## src/rtl/demux1to16_tdm.sv

```systemverilog
// rtl/demux1to16_tdm.sv - TDM 1-to-16 serial demux with framed commit; optional parity stage under DEMUX_PARITY_EN
module demux1to16_tdm (
  input  logic        clk,
  input  logic        rst,
  input  logic        din,
  input  logic        din_valid,
  input  logic        sof,
  output logic [0:15] out,
  output logic [0:3]  ch,
  output logic        busy,
  output logic        frame_done,
  output logic        err
);

  localparam logic [1:0] S_IDLE    = 2'd0;
  localparam logic [1:0] S_COLLECT = 2'd1;
`ifdef DEMUX_PARITY_EN
  localparam logic [1:0] S_PAR     = 2'd2;
`endif

  logic [1:0]  state_q, state_d;
  logic [3:0]  cnt_q, cnt_d;
  logic [0:15] shadow_q, shadow_d;
  logic [0:15] out_q, out_d;
  logic        done_q, done_d;
  logic        err_q, err_d;

  // Next-state: steer accepted bits into the shadow and decide commit/discard
  always_comb begin
    state_d  = state_q;
    cnt_d    = cnt_q;
    shadow_d = shadow_q;
    out_d    = out_q;
    done_d   = 1'b0;
    err_d    = 1'b0;
    if (din_valid) begin
      case (state_q)
        S_IDLE: begin
          // Bits outside a frame are dropped without complaint
          if (sof) begin
            shadow_d[0] = din;
            cnt_d       = 4'd1;
            state_d     = S_COLLECT;
          end
        end
        S_COLLECT: begin
          if (sof) begin
            // A new start marker abandons the partial frame
            err_d       = 1'b1;
            shadow_d[0] = din;
            cnt_d       = 4'd1;
          end else begin
            shadow_d[cnt_q] = din;
            if (cnt_q == 4'd15) begin
              cnt_d = 4'd0;
`ifdef DEMUX_PARITY_EN
              state_d = S_PAR;
`else
              out_d   = shadow_d;
              done_d  = 1'b1;
              state_d = S_IDLE;
`endif
            end else begin
              cnt_d = cnt_q + 4'd1;
            end
          end
        end
`ifdef DEMUX_PARITY_EN
        S_PAR: begin
          if (sof) begin
            err_d       = 1'b1;
            shadow_d[0] = din;
            cnt_d       = 4'd1;
            state_d     = S_COLLECT;
          end else begin
            // Even parity: the extra bit must equal the XOR of all data bits
            if (din == (^shadow_q)) begin
              out_d  = shadow_q;
              done_d = 1'b1;
            end else begin
              err_d = 1'b1;
            end
            cnt_d   = 4'd0;
            state_d = S_IDLE;
          end
        end
`endif
        default: begin
          state_d = S_IDLE;
          cnt_d   = 4'd0;
        end
      endcase
    end
  end

  // State registers; reset clears everything including the committed frame
  always_ff @(posedge clk) begin
    if (rst) begin
      state_q  <= S_IDLE;
      cnt_q    <= 4'd0;
      shadow_q <= 16'b0;
      out_q    <= 16'b0;
      done_q   <= 1'b0;
      err_q    <= 1'b0;
    end else begin
      state_q  <= state_d;
      cnt_q    <= cnt_d;
      shadow_q <= shadow_d;
      out_q    <= out_d;
      done_q   <= done_d;
      err_q    <= err_d;
    end
  end

  assign out        = out_q;
  assign ch         = cnt_q;
  assign busy       = (state_q != S_IDLE);
  assign frame_done = done_q;
  assign err        = err_q;

endmodule
```

## config.mk

```make
export PLATFORM = sky130hd
export DESIGN_NAME = demux1to16_tdm
export DESIGN_NICKNAME = d
export VERILOG_FILES = /design/src/rtl/demux1to16_tdm.sv
export SDC_FILE = /design/constraint.sdc
export NUM_CORES = 1
export LEC_CHECK = 0
export ABC_AREA = 1
export BUFFER_PORTS_ARGS = -buffer_cell sky130_fd_sc_hd__buf_2
export CAP_MARGIN = 40
export CORE_ASPECT_RATIO = 1.25
export CORE_UTILIZATION = 50
export CTS_CLUSTER_DIAMETER = 50
export DETAILED_ROUTE_END_ITERATION = 6
export PLACE_DENSITY = 0.77
export SLEW_MARGIN = 20
export SYNTH_ARGS = -nofsm -noshare
export SYNTH_HDL_FRONTEND = slang
export SYNTH_SLANG_ARGS = --single-unit
```

## constraint.sdc

```tcl
create_clock -name clk -period 1.4 [get_ports clk]
set_input_delay 0.21 -clock clk [delete_from_list [all_inputs] [get_ports clk]]
set_output_delay 0.21 -clock clk [all_outputs]
set_load 0.01 [all_outputs]
```

==> results.md, run 1 <==
* Via Count at between 2k and 2.5k
* Maximum number of pins on one net before global-route repair at 21
* Peak VDD IR at roughly 0.63 mV
* Die area at ~0.0043 mm²
* Rel. slew slack at 0.7679
* Yosys warnings at 0
* P_leak at between 1 and 1.5 nW
* Register area at 787.0 µm²
* Setup crit end kind: flip-flop
* Data arrival, critical path at ~1.5 ns
* Synth Flop Type: dfxtp_1
* Worst Skew at roughly 0.0026 ns
* Drt wl/cell at between 10 and 15 µm
* DP Area at 0.002246 mm²
* Std cell rows at 25
* Largest family of logic cells by synthesized area: simple AND/OR/NAND/NOR gates
* Fin worst setup slack at 0.08652 ns
* CTS Root Cell: clkbuf_8
* Worst path max stage delay at 0.38 ns
* Clock Path Buffers at 2
* Max Clk Rate at between 0.7 and 0.8 GHz
* Fillers at between 300 and 400
* Period Utilization, post-route at 0.9382
* Critical path launch point type: flip-flop
* Worst-path clk slew at 0.07 ns
* Synth Cell Area at just over 0.002 mm²
* PwrDens at around 910 mW/mm²
* Avg Inst Size Synth at ~6.5 µm²
* Share of layout cells above drive strength 1 at 0.1960
* Ant diodes at 0
* Synth Area in XOR/XNOR at 0
* # H-tree levels at 2
* Initial Util at 0.5275
* Vias in the first global route at between 1.5k and 2k
* Final Net Count at 361
* Hold Fails Final Rpt at 0
* 1st-pass router iterations at 5
* Final Core Density at 0.6231
* Routed Antenna Nets at 0
* Hold_buf cts at 0
* CTS tree: done
* CTS sink count at 39
* Cells after Synth at between 300 and 400
* Critical Path RT at about 1.6 ns
* Area of the multi-input gates at around 990 µm²
* Total CTS buffers at 5
* Initial antenna violation count at 0
* Die width at 58.99 µm
* Pins Over Slew Limit at 0
* GPL Wtd Cong at about 0.83
* CP bufs+invs at 1
* Layout Area Growth over Synthesis at 18.13%
* Sequential cell area fraction in the yosys report at 0.3847
* Simple-gate share of the synthesized area at 0.3650
* MaxCap Viol Count at 0
* Critical path type: flip-flop to flip-flop
* First-pass GRT wire length at 7514 µm
* Syn Nets at between 300 and 400
* Asr flop ratio synth at 0
* Vias per cell at 4.953
* Grt total ovfl at 0
* Number of DRC markers in iteration 0 at 100
* IO Port Bufs at 27
* Status: complete, no violations
* Later-pin clock latency in the skew report at between 0.2 and 0.3 ns
* Final setup violation count at 0
* DRC at 0
* Slew @ Worst Pin at ~0.34 ns
* Period minus WS final at around 1.3 ns
* HP Class: input port to flip-flop
* Worst slack, placed at roughly 0.013 ns
* Final wirelength at approximately 4600 µm
* Yosys reg bits at 39
* CP delay by family, top: flip-flops
* Worst-path fanout max at 6
* I/O Pins at 28
* Compound-Gate Fraction of Synth Area at 0.08755
* Core area at 0.003847 mm²
* GRT Util Overall at 0.2296
* Post-synth EDFFs at 0
* Finished Cell Area at ~0.0024 mm²
* Adder-Cell Fraction of Synth Area at 0.03083
* Crit-path cells: ha_2 -> nand2_1 -> o21ai_0 -> nand2_1 -> o21ai_0 -> inv_1
* Worst path slowest cell: dfxtp_2
* Yosys cell types at 23
* Hpwl dp at 3074 µm
* Chip height at 73.23 µm
* Worst R2R Setup Slack at 0.09 ns
* Mux cell area share after synthesis at 0
-- Yosys cell counts, types with 4 or more instances --
cell | count | share of area
nand3_1 | 18 | 0.044
o21ai_0 | 18 | 0.044
o211ai_1 | 4 | 0.015
nor2_1 | 64 | 0.12
nand2_1 | 81 | 0.15
dfxtp_1 | 39 | 0.38
nand4_1 | 8 | 0.025
buf_2 | 4 | 0.0099
ha_1 | 5 | 0.031
a21oi_1 | 7 | 0.017
inv_1 | 42 | 0.078
buf_4 | 5 | 0.018
-- what timing repair did --
| item | 4_1_cts | 5_1_grt |
|---|---|---|
| resized for setup | 0 | 14 |
| setup endpoints to repair | 0 | 25 |
| buffers inserted | 0 | 2 |
-- metal layers --
| metal | part of all wire | GRT usage | vias up |
|---|---|---|---|
| li1 | - | - | 1039 |
| met1 | 0.45 | 0.2856 | 902 |
| met2 | 0.48 | 0.3801 | 61 |
| met3 | 0.048 | 0.04433 | 9 |
| met4 | 0.016 | 0.1032 | 0 |
| met5 | 0 | 0 | - |
-- registers in the layout, indices dropped and copies added, names as in the netlist --
register / count
frame_done: 1
ch: 4
out: 16
state_q: 1
shadow_q: 16
err: 1
-- metrics by stage --
stage,total power [mW],hold WS (ns),TNS (ns),instances
final,2.170,0.2574,0,406
after global routing,2.261,0.2931,-0.004275,406
after CTS,2.181,0.2555,0,403
after detailed placement,1.342,0.4941,0,395
after global placement,1.337,0.4944,0,395
after floorplan,1.285,0.3935,0,313
-- final cells by class --
class | instances | area share
tap | 54 | 0.02818
multi-input combinational | 215 | 0.4134
timing repair inverter | 1 | 0.002088
clock inverter | 1 | 0.003132
sequential | 39 | 0.3283
timing repair buffer | 44 | 0.1127
clock buffer | 7 | 0.04019
inverter | 45 | 0.07203
-- worst reg2reg max path: cells and delay by family (launching register included) --
family | cells | cell delay [ns]
AO/OA/AOI/OAI | 2 | 0.33
adder cells (fa/ha/maj) | 1 | 0.25
buffers and inverters | 1 | 0.05
flip-flops | 1 | 0.38
AND/OR/NAND/NOR | 2 | 0.19
-- path summary, 6_finish.rpt --
| check | depth (start not counted) | endpoint | from |
|---|---|---|---|
| worst max register to register | 6 | shadow_q[7] | ch[2] |
| worst max-delay path | 6 | shadow_q[7] | ch[2] |
| worst min-delay path | 3 | err | din_valid |
| worst min register to register | 4 | out[4] | out[4] |
-- where the power goes --
part           leakage (nW)  internal (mW)  switching [mW]  total [mW]
clock                0.0505          0.448           0.394       0.842
combinational         0.939         0.0630           0.118       0.181
sequential            0.318           1.13          0.0157        1.15
total                  1.31           1.64           0.527        2.17
-- layout by cell type, fill, tap and decap left out, types with 4 or more instances in the layout --
master / count
nand4_1: 8
dfxtp_2: 5
o21ai_1: 4
buf_4: 15
o21ai_0: 17
dfxtp_1: 34
nand2_1: 81
nor2_1: 64
ha_2: 4
a21oi_1: 7
clkbuf_8: 7
nand3_1: 18
o211ai_1: 4
inv_1: 41
buf_2: 27
-- cell families after synthesis --
group           count (synthesis)
simple gates                  177
flops                          39
buf+inv                        59
compound gates                 33
fa+ha+maj                       5
Note: power is estimated with default switching activity, not from simulation.
==> inputs of run 2 (changes only) <==
--- a/config.mk
+++ b/config.mk
@@ -13,6 +13,7 @@
 export CTS_CLUSTER_DIAMETER = 50
 export DETAILED_ROUTE_END_ITERATION = 6
 export PLACE_DENSITY = 0.77
+export SETUP_SLACK_MARGIN = 0.5
 export SLEW_MARGIN = 20
 export SYNTH_ARGS = -nofsm -noshare
 export SYNTH_HDL_FRONTEND = slang
==> run 2 against run 1 <==
Clock skew grew 0.0087 ns. Worst setup slack lost 0.045 ns. Flip-flop and latch count is the same. Via count grew 10%. Sequential share of layout area shrank 5.7 points. Combinational power grew 39%. Final area grew 26%. Wire length grew 36%. Sequential power is essentially flat. Highest routed layer unchanged.
==> results.md, run 2 (same netlist as run 1, synthesis figures left out) <==
* Ant diodes at 0 (unchanged)
* Pins Over Slew Limit at 0 (unchanged)
* MaxCap Viol Count at 0 (unchanged)
* Layout Area Growth over Synthesis at 48.71%
* First-pass GRT wire length at 8852 µm (+18%)
* Commonest non-fill, non-tap cell in the layout: nand2_1
* Vias in the first global route at 1,994 (+16%)
* 1st-pass router iterations at 4 (-1)
* Routed Antenna Nets at 0 (unchanged)
* Std cell rows at 25 (unchanged)
* GRT Util Overall at 0.2683 (+0.03870)
* DRC at 0 (unchanged)
* Clock Path Buffers at 2 (unchanged)
* CTS sink count at 39 (unchanged)
* Critical path launch point type: flip-flop
* Final Total Pwr at 2.249 mW (+3.6%)
* Cells after DPL at 388 (-1.8%)
* Most frequent cells in the layout: nand2_1, nor2_1, inv_1
* Final wirelength at 6222 µm (+36%)
* Crit-path cells: nand2_4 -> nor2_4 -> buf_6 -> buf_8 -> nor2_1 -> nor2_1 -> o21ai_2 -> inv_1
* GPL Wtd Cong at 0.8153 (-2.3%)
* Rel. slew slack at 0.7338 (-0.03411)
* Data arrival, critical path at 1.59 ns (+0.09 ns)
* Hpwl dp at 3057 µm (-0.55%)
* Period minus WS final at 1.359 ns (+0.04547 ns)
* CP delay by family, top: simple AND/OR/NAND/NOR gates
* Fillers at 260 (-29%)
* Drt wl/cell at 14.71 µm (+31%)
* CP bufs+invs at 3 (+2)
* Die width at 58.99 µm (unchanged)
* Final setup violation count at 0 (unchanged)
* I/O Pins at 28 (unchanged)
* Max Clk Rate at 0.7359 GHz (-3.3%)
* TNS Setup at 0 ns (unchanged)
* Worst-path clk slew at 0.08 ns (about the same)
* CTS Root Cell: clkbuf_8
* Total CTS buffers at 5 (unchanged)
* Most used cell, CP: nor2_1
* Non-filler cells, final at 423 (+4.2%)
* Critical Path RT at 1.63 ns (+0.04 ns)
* Critical path type: flip-flop to flip-flop
* Hold Fails Final Rpt at 0 (unchanged)
* Hold_buf cts at 0 (unchanged)
* Worst path slowest cell: dfxtp_4
* Final Net Count at 378 (+4.7%)
* CTS tree: done
* Area of the multi-input gates at 0.001255 mm² (+27%)
* Chip height at 73.23 µm (unchanged)
* Share of layout cells above drive strength 1 at 0.4092 (+0.2132)
* Setup crit end kind: flip-flop
* HP Class: input port to flip-flop
* PwrDens at 745.1 mW/mm² (-18%)
* Status: complete, no violations
* RSZ-0062 raised after global routing: yes
* Vias per cell at 5.246 (+5.9%)
* Maximum number of pins on one net before global-route repair at 21 (unchanged)
* Via Count at 2,219 (+10%)
* Grt total ovfl at 0 (unchanged)
* Initial antenna violation count at 0 (unchanged)
* Period Utilization, post-route at 0.9707 (+0.03248)
* Peak VDD IR at 0.5679 mV (-10%)
* Worst-path fanout max at 7 (+1)
* IO Port Bufs at 27 (unchanged)
* Slew @ Worst Pin at 0.3951 ns (+0.05063 ns)
* Register area at 819.5 µm² (+4.1%)
* Die area at 0.004319 mm² (unchanged)
* Core area at 0.003847 mm² (unchanged)
* Initial Util at 0.5275 (unchanged)
* P_leak at 1.489 nW (+14%)
* Later-pin clock latency in the skew report at 0.29 ns (about the same)
* Number of DRC markers in iteration 0 at 143 (+43%)
* Worst slack, placed at 0.1219 ns (+0.1088 ns)
* Worst path max stage delay at 0.38 ns (about the same)
* Fin worst setup slack at 0.04105 ns (-0.04547 ns)
* Worst Skew at 0.01128 ns (+0.008688 ns)
* # H-tree levels at 2 (unchanged)
-- run 2: metal layers --
metal	wire length, µm	GRT usage
met1	2411	0.3099
met2	3183	0.4621
met3	371	0.06028
met4	255	0.1270
met5	0	0
-- run 2: path summary, 6_finish.rpt --
path / start / to / slack, ns / depth (start not counted)
setup / recovery: state_q[0] / shadow_q[5] / 0.04 / 8
hold / removal: din_valid / err / 0.30 / 3
setup reg to reg: state_q[0] / shadow_q[5] / 0.04 / 8
hold reg to reg: out[10] / out[10] / 0.52 / 4
-- run 2: what timing repair did --
action	4_1_cts	5_1_grt
endpoints found under the setup margin	61	61
pin swaps	10	32
buffers inserted	18	8
cloned	1	0
resized for setup	56	51
-- run 2: worst register-to-register path: stages (launching register included) --
cell     delay, ns
dfxtp_4       0.38
nand2_4       0.06
nor2_4        0.18
buf_6         0.16
buf_8         0.13
nor2_1        0.06
nor2_1        0.14
o21ai_2       0.09
inv_1         0.09
-- run 2: power by group --
part | internal, mW | switching (mW)
clock | 0.461 | 0.385
combinational | 0.0947 | 0.156
sequential | 1.12 | 0.0266
-- run 2: area by class of cell --
class | count | share of cell area
multi-input cells | 215 | 0.4158
flip-flops and latches | 39 | 0.2716
repair buffers | 62 | 0.1969
inverters | 45 | 0.05970
clock buffers | 8 | 0.03358
well taps | 54 | 0.02239
-- run 2: stage by stage --
stage,hold slack [ns],utilization,cell area [µm²]
finish,0.2983,0.7844,3018
global route,0.3275,0.7844,3018
CTS,0.2793,0.7268,2796
detailed placement,0.5001,0.6072,2336
global placement,0.5002,0.6072,2336
floorplan,0.3931,-,2183
